[config.mk]
export PLATFORM = sky130hd
export DESIGN_NAME = rr_arbiter_flat
export DESIGN_NICKNAME = d
export VERILOG_FILES = /design/src/rtl/rr_arbiter_if.sv /design/src/rtl/rr_arbiter.sv /design/src/flat_wrapper.sv
export SDC_FILE = /design/constraint.sdc
export NUM_CORES = 1
export LEC_CHECK = 0
export CAP_MARGIN = 0
export CORE_UTILIZATION = 42
export DETAILED_ROUTE_END_ITERATION = 16
export PLACE_DENSITY = 0.66
export SLEW_MARGIN = 20
export SYNTH_ARGS = -nofsm -noshare
export SYNTH_HDL_FRONTEND = slang
export SYNTH_SLANG_ARGS = --single-unit
[constraint.sdc]
create_clock -name clk -period 2 [get_ports clk]
set_input_delay 0.3 -clock clk [delete_from_list [all_inputs] [get_ports clk]]
set_output_delay 0.3 -clock clk [all_outputs]
set_load 0.01 [all_outputs]
[src/rtl/rr_arbiter_if.sv]
// Requester-side bundle for the round-robin arbiter: request/done inputs and
// the registered grant, owner and watchdog outputs.
interface rr_arbiter_if #(
  parameter int N = 3
);
  localparam int IDX_W = (N > 1) ? $clog2(N) : 1;

  logic [N-1:0]     req;
  logic             done;
  logic [N-1:0]     gnt;
  logic             busy;
  logic [IDX_W-1:0] owner;
  logic             timeout;

  modport master (
    output req, done,
    input  gnt, busy, owner, timeout
  );

  modport slave (
    input  req, done,
    output gnt, busy, owner, timeout
  );
endinterface

[src/rtl/rr_arbiter.sv]
// Round-robin arbiter for one shared sequential unit: one-hot registered grant,
// held until done or withdrawal, forcibly revoked by a MAX_HOLD-cycle watchdog.
module rr_arbiter #(
  parameter int N        = 3,
  parameter int MAX_HOLD = 8
) (
  input  logic        clk,
  input  logic        reset_n,
  rr_arbiter_if.slave bus
);
  localparam int IDX_W = (N > 1) ? $clog2(N) : 1;
  localparam int CNT_W = $clog2(MAX_HOLD + 1);

  typedef enum logic [1:0] {
    IDLE    = 2'd0,
    GRANT   = 2'd1,
    RELEASE = 2'd2
  } state_e;

  state_e           state_q;
  logic [N-1:0]     gnt_q;
  logic             busy_q;
  logic [IDX_W-1:0] owner_q;
  logic             timeout_q;
  logic [CNT_W-1:0] cnt_q;
  logic [IDX_W-1:0] last_q;

  logic [IDX_W-1:0] arb_idx;
  logic             arb_valid;
  logic [IDX_W-1:0] scan_idx;

  // Scan last+1, last+2, ... (mod N); the previous owner is checked last.
  always_comb begin
    // NOTE: every variable gets a default before any branch so no latch is inferred.
    arb_idx   = '0;
    arb_valid = 1'b0;
    scan_idx  = last_q;
    for (int i = 0; i < N; i++) begin
      scan_idx = (scan_idx == IDX_W'(N - 1)) ? '0 : scan_idx + IDX_W'(1);
      if (!arb_valid && bus.req[scan_idx]) begin
        arb_valid = 1'b1;
        arb_idx   = scan_idx;
      end
    end
  end

  // NOTE: all state updates use non-blocking assignment so every register sees pre-edge values.
  always_ff @(posedge clk or negedge reset_n) begin
    if (!reset_n) begin
      state_q   <= IDLE;
      gnt_q     <= '0;
      busy_q    <= 1'b0;
      owner_q   <= '0;
      timeout_q <= 1'b0;
      cnt_q     <= '0;
      last_q    <= IDX_W'(N - 1);
    end else begin
      timeout_q <= 1'b0;
      case (state_q)
        IDLE, RELEASE: begin
          if (arb_valid) begin
            state_q <= GRANT;
            gnt_q   <= {{(N-1){1'b0}}, 1'b1} << arb_idx;
            busy_q  <= 1'b1;
            owner_q <= arb_idx;
            cnt_q   <= CNT_W'(1);
          end else begin
            state_q <= IDLE;
            gnt_q   <= '0;
            busy_q  <= 1'b0;
            owner_q <= '0;
          end
        end

        GRANT: begin
          if (bus.done || !bus.req[owner_q] || (cnt_q == CNT_W'(MAX_HOLD))) begin
            state_q   <= RELEASE;
            gnt_q     <= '0;
            busy_q    <= 1'b0;
            last_q    <= owner_q;
            owner_q   <= '0;
            cnt_q     <= '0;
            // Only a watchdog expiry flags timeout; done and withdrawal take precedence.
            timeout_q <= !bus.done && bus.req[owner_q];
          end else begin
            cnt_q <= cnt_q + CNT_W'(1);
          end
        end

        default: begin
          state_q <= IDLE;
          gnt_q   <= '0;
          busy_q  <= 1'b0;
          owner_q <= '0;
          cnt_q   <= '0;
        end
      endcase
    end
  end

  assign bus.gnt     = gnt_q;
  assign bus.busy    = busy_q;
  assign bus.owner   = owner_q;
  assign bus.timeout = timeout_q;

endmodule

[src/flat_wrapper.sv]
// flat-port wrapper written by rule: the top's interface ports become plain ports
module rr_arbiter_flat 
#(
  parameter int N        = 3,
  parameter int MAX_HOLD = 8
)
  (clk, reset_n, bus_req, bus_done, bus_gnt, bus_busy, bus_owner, bus_timeout);
  rr_arbiter_if #(.N(N)) bus_i ();
  input  logic clk;
  input  logic reset_n;
  input wire logic [$bits(bus_i.req)-1:0] bus_req;
  input wire logic [$bits(bus_i.done)-1:0] bus_done;
  output wire logic [$bits(bus_i.gnt)-1:0] bus_gnt;
  output wire logic [$bits(bus_i.busy)-1:0] bus_busy;
  output wire logic [$bits(bus_i.owner)-1:0] bus_owner;
  output wire logic [$bits(bus_i.timeout)-1:0] bus_timeout;
  assign bus_i.req = bus_req;
  assign bus_i.done = bus_done;
  assign bus_gnt = bus_i.gnt;
  assign bus_busy = bus_i.busy;
  assign bus_owner = bus_i.owner;
  assign bus_timeout = bus_i.timeout;
  rr_arbiter #(.N(N), .MAX_HOLD(MAX_HOLD)) u_core (.clk(clk), .reset_n(reset_n), .bus(bus_i));
endmodule
==> results of run 1 <==
## cells in the final DEF, fill, tap and decap left out, drive strengths merged
master         instances
mux2                   3
buf                    3
nand2b                 1
o31ai                  1
dfstp                  1
nor2b                  1
inv                    5
clkdlybuf4s50         12
nor2                   3
nor3b                  2
o211a                  1
o41ai                  1
and4bb                 1
a22o                   2
nor4                   2
nor3                   2
or4                    1
nand3                  1
a32o                   1
o21bai                 2
nand2                  3
ha                     2
a31o                   1
o2bb2ai                1
a21oi                  4
a22oi                  1
dfrtp                 14
a21o                   4
o21ai                  1
clkbuf                 4
## flip-flops by register name (all words and copies together), names as in the netlist
signal	flops
u_core.bus.gnt	3
u_core.bus.owner	2
u_core.state_q	2
u_core.bus.timeout	1
u_core.cnt_q	4
u_core.last_q	2
u_core.bus.busy	1
## kinds of logic after synthesis
logic type               Yosys count
AO/OA/AOI/OAI                     20
AND/OR/NAND/NOR                   17
flip-flops                        15
buffers and inverters              5
multiplexers                       3
adder cells (fa/ha/maj)            2
## cells in the mapped netlist
cell	instances
a21o_1	4
a21oi_1	3
a21oi_4	1
a22o_1	2
a22oi_1	1
a31o_1	1
a32o_1	1
and4bb_1	1
dfrtp_1	14
dfstp_2	1
ha_1	2
inv_1	5
mux2_1	2
mux2_4	1
nand2_1	3
nand2b_1	1
nand3_1	1
nor2_1	2
nor2_2	1
nor2b_1	1
nor3_1	1
nor3_4	1
nor3b_1	2
nor4_1	2
o211a_1	1
o21ai_0	1
o21bai_1	1
o21bai_2	1
o2bb2ai_1	1
o31ai_1	1
o41ai_1	1
or4_1	1
## power breakdown
part	leakage (nW)	switching, mW	internal, mW
Clock	0.0150	0.0966	0.0774
Combinational	0.229	0.196	0.218
Sequential	0.193	0.0982	0.405
Total	0.437	0.390	0.700
## worst paths after layout
| kind | endpoint | start | cells after the start | slack [ps] |
|---|---|---|---|---|
| setup reg to reg | u_core.cnt_q[0] | u_core.cnt_q[0] | 6 | 450 |
| min in group clk | u_core.bus.gnt[1] | u_core.bus.gnt[1] | 1 | 490 |
| max in group asynchronous | u_core.bus.gnt[0] | reset_n | 1 | 1130 |
| hold / removal | u_core.cnt_q[2] | reset_n | 1 | 430 |
| setup / recovery | bus_owner[0] | u_core.bus.owner[0] | 1 | 400 |
| hold reg to reg | u_core.bus.gnt[1] | u_core.bus.gnt[1] | 1 | 490 |
## layout make-up
class                      instances  area [sq um]
sequential                        15           377
multi-input combinational         42           338
fill                             142           654
clock buffer                       4          26.3
tap                               16          20.0
timing repair buffer              15           143
inverter                           5          18.8
## per-stage QoR
| step | hold slack, ps | instances |
|---|---|---|
| after detailed placement | 469 | 93 |
| after floorplan | 4.41 | 62 |
| final | 425 | 97 |
| after CTS | 448 | 97 |
| after global placement | 462 | 93 |
| after global routing | 493 | 97 |
## routing by layer
layer  vias to the layer above  share of wire [%]  global-route usage [%]  wire length, um
met1                       280                 48                    24.9              722
li1                        269                  -                       -                -
met3                         4                3.0                    2.50               45
met4                         0                2.3                    11.3               35
met2                        11                 47                    29.3              714
met5                         -                  0                       0                0
==> flow_summary_export.csv, run 1 <==
group,metric,value,unit
place,pre_cts_slack,157,ps
drt,drc_errors,0,
synthesis,synth.lib_cells_used.distinct,32,
critical_path,worst_path_max_delay_cell,"clkdlybuf4s50_1",
drt,initial_drt_pass_iterations,4,
global_routing,globalRouteTotalUtil,18.8,%
sta,slew_violations,0,
critical_path,critical_path_buf_inv_count,1,
clocking,clk_pin_slew_worst_paths,90,ps
finish,post-route-util,58.5,%
synthesis,yosys-top-cells-area,"dfrtp_1, a21o_1, dfstp_2, ha_1, mux2_1",
finish,antennaDiodeCount,0,
synthesis,area_fraction_in_and_or_nand_and_nor_cells_after_synthesis,15.2,%
global_routing,antenna_violations_before_repair,0,
synthesis,yosys.area_share.xor_xnor,0,%
critical_path,worst_setup_path_end_kind,"output pin",
sta,setup_ws,399,ps
pwr,leakagePower,0.437,nW
die,die_height,43.8,um
finish,finalInstanceArea,922,sq um
sta,hold_viol,0,
drt,totalWireLength,1520,um
critical_path,critPathMaxStageDelay,570,ps
global_routing,globalRoute.totalOverflow,0,
synthesis,yosys.area_share.adder,3.41,%
sta,finalSetupViolations,0,
die,area_of_the_die,1920,sq um
drt,post_drt_via_cell_ratio,5.81,
clocking,clkLatencyLatePin,280,ps
drt,post_drt_wl_per_cell,15.6,um
die,core.rowCount,14,
clocking,tritoncts,"yes",
global_routing,grt_first_pass_wirelength,2570,um
sta,final_worst_clock_skew,7.57,ps
clocking,cts_root_buffer,"clkbuf_4",
synthesis,postSynthRegisterBits,15,
place,detailedPlacementHpwl,1100,um
global_routing,maximum_number_of_pins_on_one_net_before_global_route_repair,16,
finish,synthToLayoutAreaGrowth,25.8,%
sta,max-slew-margin-rel,53.8,%
clocking,numCtsBuffers,3,
place,gpl.final_weighted_congestion,0.821,
run_status,run_status,"complete, no violations",
critical_path,worstPathArrival,1300,ps
drt,first_iter_violations,6,
pwr,cellPowerDensity,1180,nW/um^2
finish,finish.net_count,90,
sta,layout_worst_path_cycle_share,80.0,%
synthesis,syn_avg_cell_area,11.8,sq um
synthesis,muxShareOfSynthArea,5.12,%
critical_path,worstPathCellList,"clkdlybuf4s50_1",
critical_path,cp_data_required_time,1700,ps
sta,fmaxAchievable,625,MHz
die,core_area,1580,sq um
critical_path,setup.worst_path.start_class,"register",
finish,final_layout_size_suffix_gt1_share,14.8,%
synthesis,synthCells,62,
clocking,hold_buffers,0,
place,numPortBuffers,12,
synthesis,synth_compound_gate_area_share,22.4,%
critical_path,timing.critical_path.fanout_max,5,
sta,fin_crit,1600,ps
die,die_width,43.8,um
synthesis,sequential_area_share_after_synthesis,51.4,%
sta,rsz0062_at_grt,"false",
die,io-pin-count,13,
clocking,clock_path_buffers,2,
clocking,numClockSinks,15,
critical_path,timing.critical_path.max_delay_family,"buffers and inverters",
pwr,vdd_drop_max,0.000619,V
run,maxCapViolCount,0,
pwr,total_power,1.09,mW
sta,final.setup.tns,0,ps
synthesis,synth_top_area_share,47.8,%
die,effective_utilization_at_floorplan,46.5,%
synthesis,yosysWarningCount,0,
clocking,cts_post_setup_buffers_inserted,0,
place,postPlaceCellArea,896,sq um
synthesis,synth.cell_area,733,sq um
synthesis,synth_top_cell_by_area,"dfrtp_1",
drt,antenna_violating_nets_post_route,0,
synthesis,main_combinational_cell_family_by_area_after_synthesis,"compound AO/OA/AOI/OAI gates",
synthesis,postSynthNetCount,70,
clocking,postCtsResizedCells,0,
hold_path,worstHoldPathType,"primary input to async pin",
drt,dr_vias,564,
clocking,cts_htree_levels,1,
sta,transition_at_the_pin_with_the_smallest_max_transition_slack,691,ps
critical_path,timing_worst_setup_path_type,"register to output pin",
global_routing,first_global_vias,585,
(Power assumes the default switching activity.)
==> run 2, diff against run 1 <==
==> constraint.sdc (replaced) <==
create_clock -name clk -period 1.5 [get_ports clk]
set_input_delay 0.225 -clock clk [delete_from_list [all_inputs] [get_ports clk]]
set_output_delay 0.225 -clock clk [all_outputs]
set_load 0.01 [all_outputs]
==> flow_summary_export.csv, run 2 (synthesis gave the netlist of run 1 again) <==
group,metric,value,unit
global_routing,globalRouteTotalUtil,21.1,%
clocking,numClockSinks,15,
sta,fin_crit,1550,ps
place,detailedPlacementHpwl,1120,um
global_routing,globalRoute.totalOverflow,0,
place,numPortBuffers,12,
die,effective_utilization_at_floorplan,46.5,%
finish,largest_register_ff_count,4,
pwr,switching_share,35.2,%
clocking,hold_buffers,0,
critical_path,timing_worst_setup_path_type,"register to register",
global_routing,first_global_vias,645,
clocking,clk_pin_slew_worst_paths,90,ps
critical_path,r2r_cells,4,
drt,first_iter_violations,10,
finish,synthToLayoutAreaGrowth,51.0,%
clocking,cts_root_buffer,"clkbuf_4",
pwr,seq_power_share,38.4,%
sta,transition_at_the_pin_with_the_smallest_max_transition_slack,339,ps
clocking,clkLatencyLatePin,290,ps
sta,whs,250,ps
critical_path,setup.worst_path.start_class,"register",
run_status,failing_checks,"negative setup slack",
global_routing,grt_first_pass_wirelength,2920,um
finish,most-common-layout-cells,"buf_4, dfrtp_1, clkdlybuf4s50_1, inv_1, a21o_1",
critical_path,worstReg2RegEnd,"u_core.last_q[0]",
finish,registers.top_by_ff_count,"u_core.cnt_q",
drt,antenna_violating_nets_post_route,0,
hold_path,worstHoldPathType,"primary input to async pin",
sta,rsz0062_at_grt,"true",
critical_path,rrSetupSlack,-50,ps
critical_path,critPathMaxStageDelay,440,ps
drt,post_drt_wl_per_cell,15.5,um
pwr,vdd_drop_max,0.000879,V
finish,post_layout_nonfiller_instances,114,
die,area_of_the_die,1920,sq um
global_routing,maximum_number_of_pins_on_one_net_before_global_route_repair,16,
die,die_width,43.8,um
clocking,tritoncts,"yes",
drt,initial_drt_pass_iterations,4,
critical_path,worst_path_max_delay_cell,"dfrtp_1",
die,die_height,43.8,um
run,maxCapViolCount,0,
drt,drc_errors,0,
pwr,cellPowerDensity,1540,nW/um^2
pwr,clock_power_share,13.8,%
critical_path,timing.critical_path.max_delay_family,"multiplexers",
finish,antennaDiodeCount,0,
clocking,numCtsBuffers,3,
clocking,cts_htree_levels,1,
critical_path,worst_setup_path_end_kind,"register",
drt,dr_vias,642,
sta,final_worst_clock_skew,3.53,ps
sta,setup_ws,-46.9,ps
critical_path,worstPathCellList,"mux2_4 -> a21oi_4 -> o21bai_4 -> mux2_4",
sta,hold_viol,0,
finish,final_layout_size_suffix_gt1_share,36.7,%
run_status,run_status,"finished, violations left",
sta,max-slew-margin-rel,77.3,%
sta,slew_violations,0,
critical_path,cp_data_required_time,1680,ps
sta,finalSetupViolations,9,
place,gpl.final_weighted_congestion,0.783,
sta,fmaxAchievable,646,MHz
clocking,clock_path_buffers,2,
die,core.rowCount,14,
drt,post_drt_via_cell_ratio,5.63,
place,dp_cells,104,
finish,num-fill-cells,121,
critical_path,timing.critical_path.fanout_max,5,
pwr,net_switching,0.599,mW
finish,finish.net_count,107,
critical_path,timing.rr.start,"u_core.bus.owner[0]",
critical_path,timing.critical_path.mode_cell,"mux2_4",
pwr,cell_internal_power,1.10,mW
pwr,comb_power_share,47.8,%
sta,layout_worst_path_cycle_share,103,%
pwr,leakagePower,0.555,nW
critical_path,worstPathArrival,1730,ps
die,core_area,1580,sq um
die,io-pin-count,13,
critical_path,critical_path_buf_inv_count,0,
finish,mostFrequentLayoutCell,"buf_4",
critical_path,timing.critical_path.depth,4,
global_routing,antenna_violations_before_repair,0,
drt,totalWireLength,1770,um
[run 2: metal layers]
metal / GRT usage, % / vias up / part of all wire [%]
li1: - / 305 / -
met1: 28.5 / 318 / 46
met2: 31.9 / 15 / 48
met3: 4.17 / 4 / 3.4
met4: 11.3 / 0 / 2.2
met5: 0 / - / 0
[run 2: worst max-delay path by stage]
stage / from / endpoint / slack (ps)
after floorplan: u_core.bus.owner[0] / u_core.last_q[0] / 10
after global placement: bus_req[0] / u_core.bus.gnt[0] / -190
after detailed placement: bus_done / u_core.cnt_q[0] / -210
after CTS: u_core.bus.owner[0] / u_core.last_q[0] / -9
after global routing: u_core.cnt_q[0] / u_core.bus.timeout / -120
final: u_core.bus.owner[0] / u_core.last_q[0] / -50
[run 2: area by class of cell]
class	instances	area, sq um	share of cell area, %
inverters	5	18.8	1.69
multi-input cells	42	389	35.1
flip-flops and latches	15	377	34.0
repair buffers	32	277	25.0
well taps	16	20.0	1.81
clock buffers	4	26.3	2.37
[run 2: timing repair]
item                       in CTS  in global routing
gates resized for setup         7                  8
pin swaps                       4                  6
buffers inserted                4                  2
setup endpoints to repair       3                 13
[run 2: power groups by stage]
stage,registers (mW),clock network (mW),logic [mW]
floorplan,0.669,0,0.317
global placement,0.646,0,0.670
detailed placement,0.649,0,0.681
CTS,0.645,0.241,0.718
global route,0.667,0.260,0.890
finish,0.654,0.235,0.813
[run 2: worst reg2reg max path: stages (launching register included)]
cell and delay (ps):
dfrtp_1 440, mux2_4 330, a21oi_4 250, o21bai_4 120
mux2_4 300
[run 2: stage by stage]
step	utilization, %	TNS [ps]	setup WS (ps)	area (sq um)	power (mW)
after floorplan	-	0	14.5	733	0.986
after global placement	62.1	-2050	-190	978	1.32
after detailed placement	62.1	-2220	-209	978	1.33
after CTS	67.1	-8.59	-8.59	1060	1.60
after global routing	70.2	-682	-124	1110	1.82
final	70.2	-212	-46.9	1110	1.70
==> run 3, diff against run 2 <==
--- a/config.mk
+++ b/config.mk
@@ -9,6 +9,7 @@
 export CORE_UTILIZATION = 42
 export DETAILED_ROUTE_END_ITERATION = 16
 export PLACE_DENSITY = 0.66
+export SETUP_SLACK_MARGIN = 0.2
 export SLEW_MARGIN = 20
 export SYNTH_ARGS = -nofsm -noshare
 export SYNTH_HDL_FRONTEND = slang
==> flow_summary_export.csv, run 3 (synthesis gave the netlist of run 1 again) <==
group,metric,value,unit
die,core_area,1580,sq um
clocking,hold_buffers,0,
global_routing,globalRoute.totalOverflow,0,
clocking,numClockSinks,15,
finish,finish.net_count,103,
hold_path,worstHoldPathType,"primary input to async pin",
finish,antennaDiodeCount,0,
sta,final_worst_clock_skew,2.73,ps
pwr,leakagePower,0.549,nW
die,core.rowCount,14,
critical_path,timing.critical_path.fanout_max,4,
pwr,cellPowerDensity,1530,nW/um^2
die,die_height,43.8,um
sta,finalSetupViolations,3,
place,postPlaceCellArea,971,sq um
finish,synthToLayoutAreaGrowth,47.3,%
global_routing,antenna_violations_before_repair,0,
finish,post_layout_nonfiller_instances,110,
critical_path,worst_path_max_delay_cell,"dfrtp_1",
place,gpl.final_weighted_congestion,0.794,
clocking,clk_pin_slew_worst_paths,80,ps
sta,rsz0062_at_grt,"true",
critical_path,setup.worst_path.start_class,"register",
die,io-pin-count,13,
sta,max-slew-margin-rel,81.0,%
critical_path,rrSetupSlack,-30,ps
finish,largest_register_ff_count,4,
critical_path,worstPathCellList,"mux2_4 -> a21oi_4 -> o21bai_2 -> mux2_1",
critical_path,critPathMaxStageDelay,420,ps
run_status,run_status,"finished, violations left",
global_routing,grt_first_pass_wirelength,2860,um
pwr,switching_share,36.1,%
finish,final_layout_size_suffix_gt1_share,37.2,%
clocking,cts_htree_levels,1,
global_routing,globalRouteTotalUtil,20.6,%
drt,post_drt_via_cell_ratio,5.55,
clocking,cts_root_buffer,"clkbuf_4",
die,effective_utilization_at_floorplan,46.5,%
clocking,clkLatencyLatePin,280,ps
drt,dr_vias,611,
critical_path,r2r_cells,4,
place,numPortBuffers,12,
sta,layout_worst_path_cycle_share,102,%
global_routing,maximum_number_of_pins_on_one_net_before_global_route_repair,16,
die,area_of_the_die,1920,sq um
sta,transition_at_the_pin_with_the_smallest_max_transition_slack,285,ps
pwr,total_power,1.65,mW
place,detailedPlacementHpwl,1160,um
sta,fmaxAchievable,654,MHz
finish,registers.top_by_ff_count,"u_core.cnt_q",
critical_path,timing_worst_setup_path_type,"register to register",
pwr,cell_internal_power,1.05,mW
sta,hold_viol,0,
critical_path,worstPathArrival,1690,ps
finish,most-common-layout-cells,"buf_4, dfrtp_1, dlygate4sd2_1, clkdlybuf4s50_1, a21o_1",
drt,first_iter_violations,13,
clocking,tritoncts,"yes",
finish,regArea,378,sq um
finish,finalInstanceArea,1080,sq um
sta,final.setup.tns,-58.9,ps
pwr,net_switching,0.596,mW
critical_path,worst_setup_path_end_kind,"register",
global_routing,first_global_vias,640,
die,die_width,43.8,um
clocking,clock_path_buffers,2,
pwr,comb_power_share,45.4,%
drt,drc_errors,0,
finish,multiInputGateArea,398,sq um
critical_path,cp_data_required_time,1660,ps
pwr,seq_power_share,41.2,%
place,dp_cells,103,
run,maxCapViolCount,0,
clocking,numCtsBuffers,3,
drt,initial_drt_pass_iterations,4,
critical_path,worstReg2RegEnd,"u_core.last_q[0]",
pwr,clock_power_share,13.4,%
finish,num-fill-cells,117,
critical_path,timing.rr.start,"u_core.bus.owner[0]",
drt,post_drt_wl_per_cell,14.9,um
sta,fin_crit,1530,ps
run_status,failing_checks,"negative setup slack",
sta,slew_violations,0,
drt,totalWireLength,1640,um
drt,antenna_violating_nets_post_route,0,
sta,setup_ws,-28.2,ps
pwr,vdd_drop_max,0.000881,V
run 3: cell count changes in the layout (fill, tap and decap cells not counted), sizes merged:
cell and delta:
clkdlybuf4s50 -5, clkdlybuf4s15 -1, dlygate4sd2 +6, dlymetal6s2s -1, clkbuf +1, buf -4
run 3: power by group through the flow:
stage / combinational, mW / clock [mW] / sequential, mW
2_1_floorplan: 0.317 / 0 / 0.669
3_3_place_gp: 0.636 / 0 / 0.663
3_5_place_dp: 0.648 / 0 / 0.665
4_1_cts: 0.723 / 0.231 / 0.659
5_1_grt: 0.829 / 0.250 / 0.698
6_report: 0.750 / 0.221 / 0.680
run 3: stage by stage:
stage	setup WS [ps]	utilization (%)	hold slack, ps
final	-28.2	68.5	259
after global routing	-75.1	68.5	271
after CTS	3.30	66.7	262
after detailed placement	-216	61.6	478
after global placement	-195	61.6	463
after floorplan	16.6	-	-70.6
run 3: critical path: cells and delay by family (launching register included):
family         cells  cell delay (ps)
AO/OA/AOI/OAI      2              340
multiplexers       2              650
flip-flops         1              420
run 3: layer usage:
metal	global-route usage, %	wire length [um]	vias to the layer above
li1	-	-	298
met1	26.8	771	295
met2	34.0	785	16
met3	5.00	67	2
met4	5.63	18	0
met5	0	0	-
run 3: final cells by class:
cell class,instances,area share (%)
inverter,5,1.74
multi-input combinational,42,36.8
tap,16,1.85
clock buffer,4,2.43
sequential,15,35.0
timing repair buffer,28,22.1
run 3: what timing repair did:
item	in CTS	in global routing
setup buffers	3	0
pin swaps	6	3
gates cloned	0	0
gates resized for setup	18	7
setup endpoints to repair	20	15
run 3: how the worst max path moves through the flow:
stage,slack [ps],to,startpoint
final,-30,u_core.last_q[0],u_core.bus.owner[0]
after global placement,-190,u_core.cnt_q[0],bus_done
after floorplan,20,u_core.last_q[0],u_core.bus.owner[0]
after CTS,3,u_core.last_q[0],u_core.bus.owner[0]
after global routing,-80,u_core.last_q[0],u_core.bus.owner[0]
after detailed placement,-220,u_core.cnt_q[0],bus_req[2]
